`src/rtl/bcd_pkg.sv`:
```
// Shared types and constants for the serial BCD accumulator.
package bcd_pkg;

    typedef enum logic [1:0] {
        ST_IDLE = 2'd0,
        ST_ADD  = 2'd1,
        ST_DONE = 2'd2
    } state_t;

    localparam int        BCD_W    = 4;
    localparam logic [3:0] BCD_MAX  = 4'd9;
    localparam logic [3:0] BCD_CORR = 4'd6;

endpackage

```
`src/rtl/bcd_digit_add.sv`:
```
// Combinational single-digit BCD adder: a + b + carry-in, decimal-corrected.
module bcd_digit_add
    import bcd_pkg::*;
(
    input  logic [3:0] a_i,
    input  logic [3:0] b_i,
    input  logic       c_i,
    output logic [3:0] s_o,
    output logic       c_o
);

    logic [4:0] raw;

    // Binary add, then push results above nine back into the decimal range.
    always_comb begin
        raw = {1'b0, a_i} + {1'b0, b_i} + {4'd0, c_i};
        s_o = raw[3:0];
        c_o = 1'b0;
        if (raw > {1'b0, BCD_MAX}) begin
            s_o = raw[3:0] + BCD_CORR;
            c_o = 1'b1;
        end
    end

endmodule

```
`src/rtl/bcd_serial_accumulator.sv`:
```
// Multi-digit BCD accumulator, one digit per clock through a shared digit adder.
// Optional build macro: BCD_SAT_EN (saturate to all nines on overflow).
//
// state   | meaning
// IDLE    | waiting for an operand, in_ready high, clr honoured
// ADD     | one digit of work + operand per cycle, carry chained
// DONE    | commit work (or error) to the outputs, clr takes priority
module bcd_serial_accumulator
    import bcd_pkg::*;
#(
    parameter int DIGITS = 4
) (
    input  logic                    clk_i,
    input  logic                    reset_n_i,
    input  logic                    in_valid_i,
    output logic                    in_ready_o,
    input  logic [4*DIGITS-1:0]     operand_i,
    input  logic                    clr_i,
    output logic [4*DIGITS-1:0]     sum_o,
    output logic                    out_valid_o,
    output logic                    ovf_o,
    output logic                    err_o
);

    localparam int IDX_W = (DIGITS > 1) ? $clog2(DIGITS) : 1;
    localparam logic [IDX_W-1:0]    IDX_LAST  = IDX_W'(DIGITS - 1);
    localparam logic [4*DIGITS-1:0] ALL_NINES = {DIGITS{BCD_MAX}};

    state_t                 state_q;
    logic [IDX_W-1:0]       idx_q;
    logic                   carry_q;
    logic                   bad_q;
    logic [4*DIGITS-1:0]    work_q;
    logic [4*DIGITS-1:0]    opnd_q;
    logic [4*DIGITS-1:0]    sum_q;
    logic                   ovf_q;
    logic                   err_q;
    logic                   out_valid_q;
    logic                   in_ready_q;

    logic [3:0]             work_dig;
    logic [3:0]             opnd_dig;
    logic [3:0]             dig_sum_d;
    logic                   dig_carry_d;
    logic                   bad_digit_d;

    // Select the current digit pair for the shared adder.
    always_comb begin
        work_dig = work_q[idx_q*BCD_W +: BCD_W];
        opnd_dig = opnd_q[idx_q*BCD_W +: BCD_W];
    end

    // Flag an incoming operand carrying any non-decimal digit.
    always_comb begin
        bad_digit_d = 1'b0;
        for (int i = 0; i < DIGITS; i++) begin
            if (operand_i[i*BCD_W +: BCD_W] > BCD_MAX) begin
                bad_digit_d = 1'b1;
            end
        end
    end

    bcd_digit_add u_digit_add (
        .a_i (work_dig),
        .b_i (opnd_dig),
        .c_i (carry_q),
        .s_o (dig_sum_d),
        .c_o (dig_carry_d)
    );

    // Sequencing FSM with registered outputs; sum only moves on commit, clr or reset.
    always_ff @(posedge clk_i) begin
        if (!reset_n_i) begin
            state_q     <= ST_IDLE;
            idx_q       <= '0;
            carry_q     <= 1'b0;
            bad_q       <= 1'b0;
            work_q      <= '0;
            opnd_q      <= '0;
            sum_q       <= '0;
            ovf_q       <= 1'b0;
            err_q       <= 1'b0;
            out_valid_q <= 1'b0;
            in_ready_q  <= 1'b1;
        end else begin
            out_valid_q <= 1'b0;
            case (state_q)
                ST_IDLE: begin
                    if (clr_i) begin
                        sum_q <= '0;
                        ovf_q <= 1'b0;
                        err_q <= 1'b0;
                    end
                    if (in_valid_i) begin
                        opnd_q     <= operand_i;
                        // A simultaneous clr means the add starts from zero.
                        work_q     <= clr_i ? '0 : sum_q;
                        idx_q      <= '0;
                        carry_q    <= 1'b0;
                        in_ready_q <= 1'b0;
                        bad_q      <= bad_digit_d;
                        state_q    <= bad_digit_d ? ST_DONE : ST_ADD;
                    end
                end
                ST_ADD: begin
                    work_q[idx_q*BCD_W +: BCD_W] <= dig_sum_d;
                    carry_q <= dig_carry_d;
                    if (idx_q == IDX_LAST) begin
                        idx_q   <= '0;
                        state_q <= ST_DONE;
                    end else begin
                        idx_q <= idx_q + 1'b1;
                    end
                end
                ST_DONE: begin
                    out_valid_q <= 1'b1;
                    in_ready_q  <= 1'b1;
                    state_q     <= ST_IDLE;
                    if (clr_i) begin
                        sum_q <= '0;
                        ovf_q <= 1'b0;
                        err_q <= 1'b0;
                    end else if (bad_q) begin
                        ovf_q <= 1'b0;
                        err_q <= 1'b1;
                    end else begin
`ifdef BCD_SAT_EN
                        sum_q <= carry_q ? ALL_NINES : work_q;
`else
                        sum_q <= work_q;
`endif
                        ovf_q <= carry_q;
                        err_q <= 1'b0;
                    end
                end
                default: begin
                    state_q    <= ST_IDLE;
                    in_ready_q <= 1'b1;
                end
            endcase
        end
    end

    assign in_ready_o  = in_ready_q;
    assign sum_o       = sum_q;
    assign out_valid_o = out_valid_q;
    assign ovf_o       = ovf_q;
    assign err_o       = err_q;

`ifndef BCD_SAT_EN
    logic unused_nines;
    assign unused_nines = ^ALL_NINES;
`endif

endmodule
```
`config.mk`:
```
export PLATFORM = sky130hd
export DESIGN_NAME = bcd_serial_accumulator
export DESIGN_NICKNAME = d
export VERILOG_FILES = /design/src/rtl/bcd_pkg.sv /design/src/rtl/bcd_digit_add.sv /design/src/rtl/bcd_serial_accumulator.sv
export SDC_FILE = /design/constraint.sdc
export NUM_CORES = 1
export LEC_CHECK = 0
export CAP_MARGIN = 10
export CORE_ASPECT_RATIO = 1.2
export CORE_MARGIN = 2
export CORE_UTILIZATION = 59
export DETAILED_ROUTE_END_ITERATION = 6
export PLACE_DENSITY = 0.91
export SLEW_MARGIN = 20
export SYNTH_ARGS = -nofsm -noshare
export SYNTH_HDL_FRONTEND = slang
export SYNTH_SLANG_ARGS = --single-unit
export TNS_END_PERCENT = 5
```
`constraint.sdc`:
```
create_clock -name clk_i -period 9.7 [get_ports clk_i]
set_input_delay 1.455 -clock clk_i [delete_from_list [all_inputs] [get_ports clk_i]]
set_output_delay 1.455 -clock clk_i [all_outputs]
set_load 0.01 [all_outputs]
```
[Word level (Yosys, flattened, before mapping)]
Index checks and enable logic that the tools add are counted.
Word-level totals
  word-level logic and storage cells: 73
  output and inout port bits: 20
  input port bits: 20
  register bits after elaboration: 58
Cells by class
  muxes and demuxes: 31
  reductions and logical operators: 9
  equality and inequality tests: 7
  add/subtract/negate cells: 5
  shift operators: 4
  magnitude comparators: 5
  bitwise logic cells: 1
Operator list (count)
  16-bit two-way mux: 4
  16-bit case mux with 2 select lines: 2
  4-bit negation with 34-bit output: 1
  4-bit by 34-bit variable shift with 16-bit output, first input constant: 1
  4-bit by 34-bit indexed part select with 16-bit output: 1
  16-bit by 5-bit indexed part select with 4-bit output: 2
  16-bit bitwise mux: 1
  4-bit greater-than comparator, second input constant: 4
  1-bit two-way mux: 12
  2-bit AND reduction: 6
  2-bit two-way mux: 5
  1-bit case mux with 2 select lines: 4
  2-bit case mux with 2 select lines: 2
  2-bit != test, second input constant: 3
  4-bit by 4-bit adder with 5-bit output: 1
  5-bit by 1-bit adder with 5-bit output: 1
  5-bit by 4-bit greater-than comparator with 1-bit output, second input constant: 1
  4-bit by 3-bit adder with 4-bit output, second input constant: 1
  2-bit equality test, second input constant: 2
  4-bit two-way mux: 1
  2-bit nonzero test: 2
  3-bit != test, second input constant: 1
  2-bit by 1-bit adder with 2-bit output, second input constant: 1
  2-bit by 1-bit equality test with 1-bit output, second input constant: 1
  other kinds (2): 2

[Logic depth before layout (Yosys ltp)]
  depth after elaboration: 8
  gate-level depth with buffers: 11
  mapped depth without buffers: 10

[By module]
From an unflattened synthesis, not the netlist that was laid out.
Unflattened totals
  cell total of the unflattened synthesis: 326
  area, all modules: 2949.1 um2
By module, submodules not included
  bcd_serial_accumulator: area each 2737.6 um2, times used 1, cells each 304, seq. area each 1161.1 um2
  bcd_digit_add: area each 211.5 um2, times used 1, cells each 22, seq. area each 0.0 um2

[Worst setup path after synthesis]
Ideal clock, no wire load.
  path type: reg-to-reg
  start: register idx_q[0]
  end: register work_q[14]
  clock period less this slack: 3989 ps
  stages on the path, launching flop included: 12
  required time: 9621 ps
  setup time: 79 ps
  setup slack: 5711 ps
  buffers on the path: 1
  arrival: 3910 ps
  cell sequence: dfxtp_1 -> buf_1 -> mux4_2 -> fa_1 -> fa_1 -> inv_1 -> ha_1 -> nor2b_1 -> a31o_1 -> o31a_1 -> mux2_4 -> a211oi_2
Between the ends
  cells in the longest elaborated chain, start to end: 8
  elaborated cells between the ends (all ways): 12
  those cells by class: 4 x add/sub; 1 x order compare; 4 x shift; 3 x mux
RTL lines
  start: declaration: line bcd_serial_accumulator.sv:30  | logic [IDX_W-1:0] idx_q;
  start signal: assignment: line bcd_serial_accumulator.sv:112  | idx_q <= idx_q + 1'b1;
  16-bit by 5-bit indexed part select with 4-bit output, on equally long branches: line bcd_serial_accumulator.sv:49, bcd_serial_accumulator.sv:50
  4-bit by 4-bit adder with 5-bit output: line bcd_digit_add.sv:16  | raw = {1'b0, a_i} + {1'b0, b_i} + {4'd0, c_i};
  5-bit by 1-bit adder with 5-bit output: line bcd_digit_add.sv:16
  4-bit by 3-bit adder with 4-bit output / 5-bit by 4-bit greater-than comparator with 1-bit output (equally long branches): line bcd_digit_add.sv:20, bcd_digit_add.sv:19
  4-bit two-way mux: line bcd_digit_add.sv:19  | if (raw > {1'b0, BCD_MAX}) begin
  4-bit by 34-bit indexed part select with 16-bit output: line bcd_serial_accumulator.sv:106  | work_q[idx_q*BCD_W +: BCD_W] <= dig_sum_d;
  16-bit bitwise mux *: line bcd_serial_accumulator.sv:106
  16-bit case mux with 2 select lines *: line bcd_serial_accumulator.sv:87  | case (state_q)
  end signal: assignment: line bcd_serial_accumulator.sv:97  | work_q <= clr_i ? '0 : sum_q;
  end signal: indexed assignment: line bcd_serial_accumulator.sv:106
  end: declaration: line bcd_serial_accumulator.sv:33  | logic [4*DIGITS-1:0] work_q;
Mark *: on every way between the ends. The rest lies on a longest branch, timed or not.
A chain may end at the register's enable or synchronous reset.

[Final worst setup path]
Ends and elaborated chain as after synthesis.

==> flow_summary.yaml <==
cts:
  cts_made_buffers: 9
  cts_root_buf: "clkbuf_8"
  clock-sinks: 58
  cts_hold_buf: 0
  ctsHtreeMaxLevel: 3
  post_cts_buffers: 0
  clkLatencyLatePin_ns: 0.35
  clock_path_buffers: 2
  cts_tree: "yes"
  clk_pin_slew_ns: 0.07
  cts_resized: 0
floorplanning:
  rows: 28
  die_w_um: 69.79
  initial_core_util: 0.6159
  chipHeight_um: 82.95
  die-area_mm2: 0.005788
  core_mm2: 0.004975
  pin_count: 40
run:
  maxCapViolations: 0
synth:
  yosysWarnings: 0
  yosys.area.top_type_share: 0.3789
  ys_seq_area_frac: 0.3789
  synthArstFlopShare: 0
  synth.distinct_cells: 48
  syn_area_per_cell_um2: 8.933
  syn_nets: 373
  syn-cell-area_mm2: 0.003064
  ys_ff_latch: 58
  synth_edf_count: 0
  synth_top_flop_cell: "dfxtp_1"
  synth_top_cell_by_area: "dfxtp_1"
  synthCells: 343
  synth_area_leaders: "dfxtp_1 (38%), mux4_2 (5.9%), nand2_1 (5.9%)"
placement:
  routabilityCongestion: 0.8816
  dp_hpwl_um: 5534
  place_area_mm2: 0.003466
  dpl_worst_slack_ns: 5.227
  port-buffer-count: 39
layout:
  layout.nets: 404
  diodes: 0
  final_common_cell: "dfxtp_1"
  most-common-layout-cells: "dfxtp_1 (58), nand2_1 (48), clkdlybuf4s50_1 (39)"
  drive_above_1_share: 0.1003
  area_growth_pct: 19.68
  fin_area_mm2: 0.003667
  fillCellCount: 382
route:
  drt_wl_total_um: 7963
  wl_per_cell_um: 18.14
  ant_nets: 0
  drt_iter0_markers: 247
  drt_first_pass_iters: 5
  drc: 0
  viasPerCell: 6.362
  vias: 2793
global_routing:
  grt_pass1_vias: 2724
  grt_busiest_layer: "met2"
  gr-usage-met2: 0.4823
  overflow: 0
  antenna_found_initial: 0
  grt.met1_usage: 0.3641
  grt_max_degree: 59
  grt_pass1_wl_um: 13390
  track_usage: 0.2924
  use_met3: 0.07646
sta:
  hold_viol: 0
  rsz0062_at_grt: "no"
  final-setup-viol-count: 0
  slew_headroom: 0.3200
  final.period_utilization: 0.4646
  clock_skew_ns: 0.009446
  fmax_mhz: 221.9
  tightest_slew_ns: 1.016
  fin_ws_ns: 5.194
  min_period_ns: 4.506
  setup_tns_ns: 0
  final-max-slew-violation-count: 0
pwr:
  ir_worst_vdd_mv: 0.1702
  p_total_mw: 0.5969
  power.density_mw_per_mm2: 162.8
  leakage_nw: 1.278
worst_setup_path:
  cp-start-kind: "register"
  path_max_fanout: 15
  r2r_setup_slack_ns: 5.19
  critPathKind: "register to register"
  crit_buf_inv: 1
  critPathRequiredTime_ns: 9.97
  worstPathArrival_ns: 4.78
  path_delay_family: "adder cells"
  crit_path_frequent_cell: "fa_1"
  crit_slowest_cell: "dfxtp_1"
  worst_path_largest_cell_delay_ns: 0.80
  crit_chain: "mux4_2 -> fa_1 -> fa_1 -> inv_1 -> ha_1 -> nor2b_1 -> a31o_1 -> o31a_1 -> mux2_4 -> a211oi_2"
  worstSetupEndpointType: "register"
run_status:
  status: "finished, final reports clean"
hold_path:
  worstHoldPathType: "register to register"
[final timing paths]
path / start / endpoint / depth (start not counted)
worst max-delay path: idx_q[0]$_SDFFE_PN0P_ / work_q[14]$_SDFFE_PN0P_ / 10
worst min-delay path: opnd_q[9]$_SDFFE_PN0P_ / opnd_q[9]$_SDFFE_PN0P_ / 2
worst max register to register: idx_q[0]$_SDFFE_PN0P_ / work_q[14]$_SDFFE_PN0P_ / 10
worst min register to register: opnd_q[9]$_SDFFE_PN0P_ / opnd_q[9]$_SDFFE_PN0P_ / 2
[routing by layer]
layer	vias up	part of all wire	wire, um
met2	99	0.51	4072
met1	1356	0.40	3203
met3	20	0.058	464
met4	0	0.028	223
li1	1318	-	-
met5	-	0	0
[cells in the mapped netlist, types with 4 or more instances]
cell	count
ha_1	8
inv_1	8
nor3b_1	5
clkbuf_1	16
dfxtp_1	58
and2_1	4
nand2_1	48
a21oi_1	24
o21ai_0	20
nor2b_1	27
a32oi_1	4
nand3_1	4
a21o_1	7
a22oi_1	19
mux4_2	8
nor2_1	10
nand2b_1	6
a21boi_0	16
[sequential cells by signal, summed over array words and instances, names as in the netlist]
name         cells
opnd_q          16
sum_o           16
work_q          16
idx_q            2
state_q          2
bad_q            1
carry_q          1
err_o            1
in_ready_o       1
out_valid_o      1
ovf_o            1
[worst register-to-register path, delay by kind of cell (launching register included)]
kind | cells | cell delay [ns]
fa+ha+maj | 3 | 1.50
mux | 2 | 0.97
compound gates | 3 | 0.82
flops | 1 | 0.80
buf+inv | 1 | 0.21
simple gates | 1 | 0.14
[cell families after synthesis]
group | Yosys count | share of synthesized area
fa+ha+maj | 10 | 0.04573
mux | 9 | 0.06370
flops | 58 | 0.3789
simple gates | 118 | 0.2050
buf+inv | 30 | 0.03797
xor+xnor | 1 | 0.002859
compound gates | 117 | 0.2658
[final cells by class]
class                   count  area (um^2)  area share
well taps                  60        75.07     0.02047
inverters                   8        30.03    0.008188
repair buffers             42        412.9      0.1126
clock inverters             7        77.57     0.02115
clock buffers               9        123.9     0.03378
multi-input cells         255         1787      0.4872
flip-flops and latches     58         1161      0.3166
[power by group]
part / internal, mW / leakage [nW] / switching (mW)
Combinational: 0.0454 / 0.705 / 0.0609
Sequential: 0.250 / 0.473 / 0.0128
Clock: 0.120 / 0.0998 / 0.107
Total: 0.416 / 1.28 / 0.181
[metrics by stage]
stage | utilization | hold slack, ns | std cells
2_1_floorplan | - | 0.4319 | 343
3_3_place_gp | 0.6967 | 0.4442 | 423
3_5_place_dp | 0.6967 | 0.4533 | 423
4_1_cts | 0.7372 | 0.4641 | 439
5_1_grt | 0.7372 | 0.4904 | 439
6_report | 0.7372 | 0.4629 | 439
No activity file was read; power rests on OpenSTA's default activity.
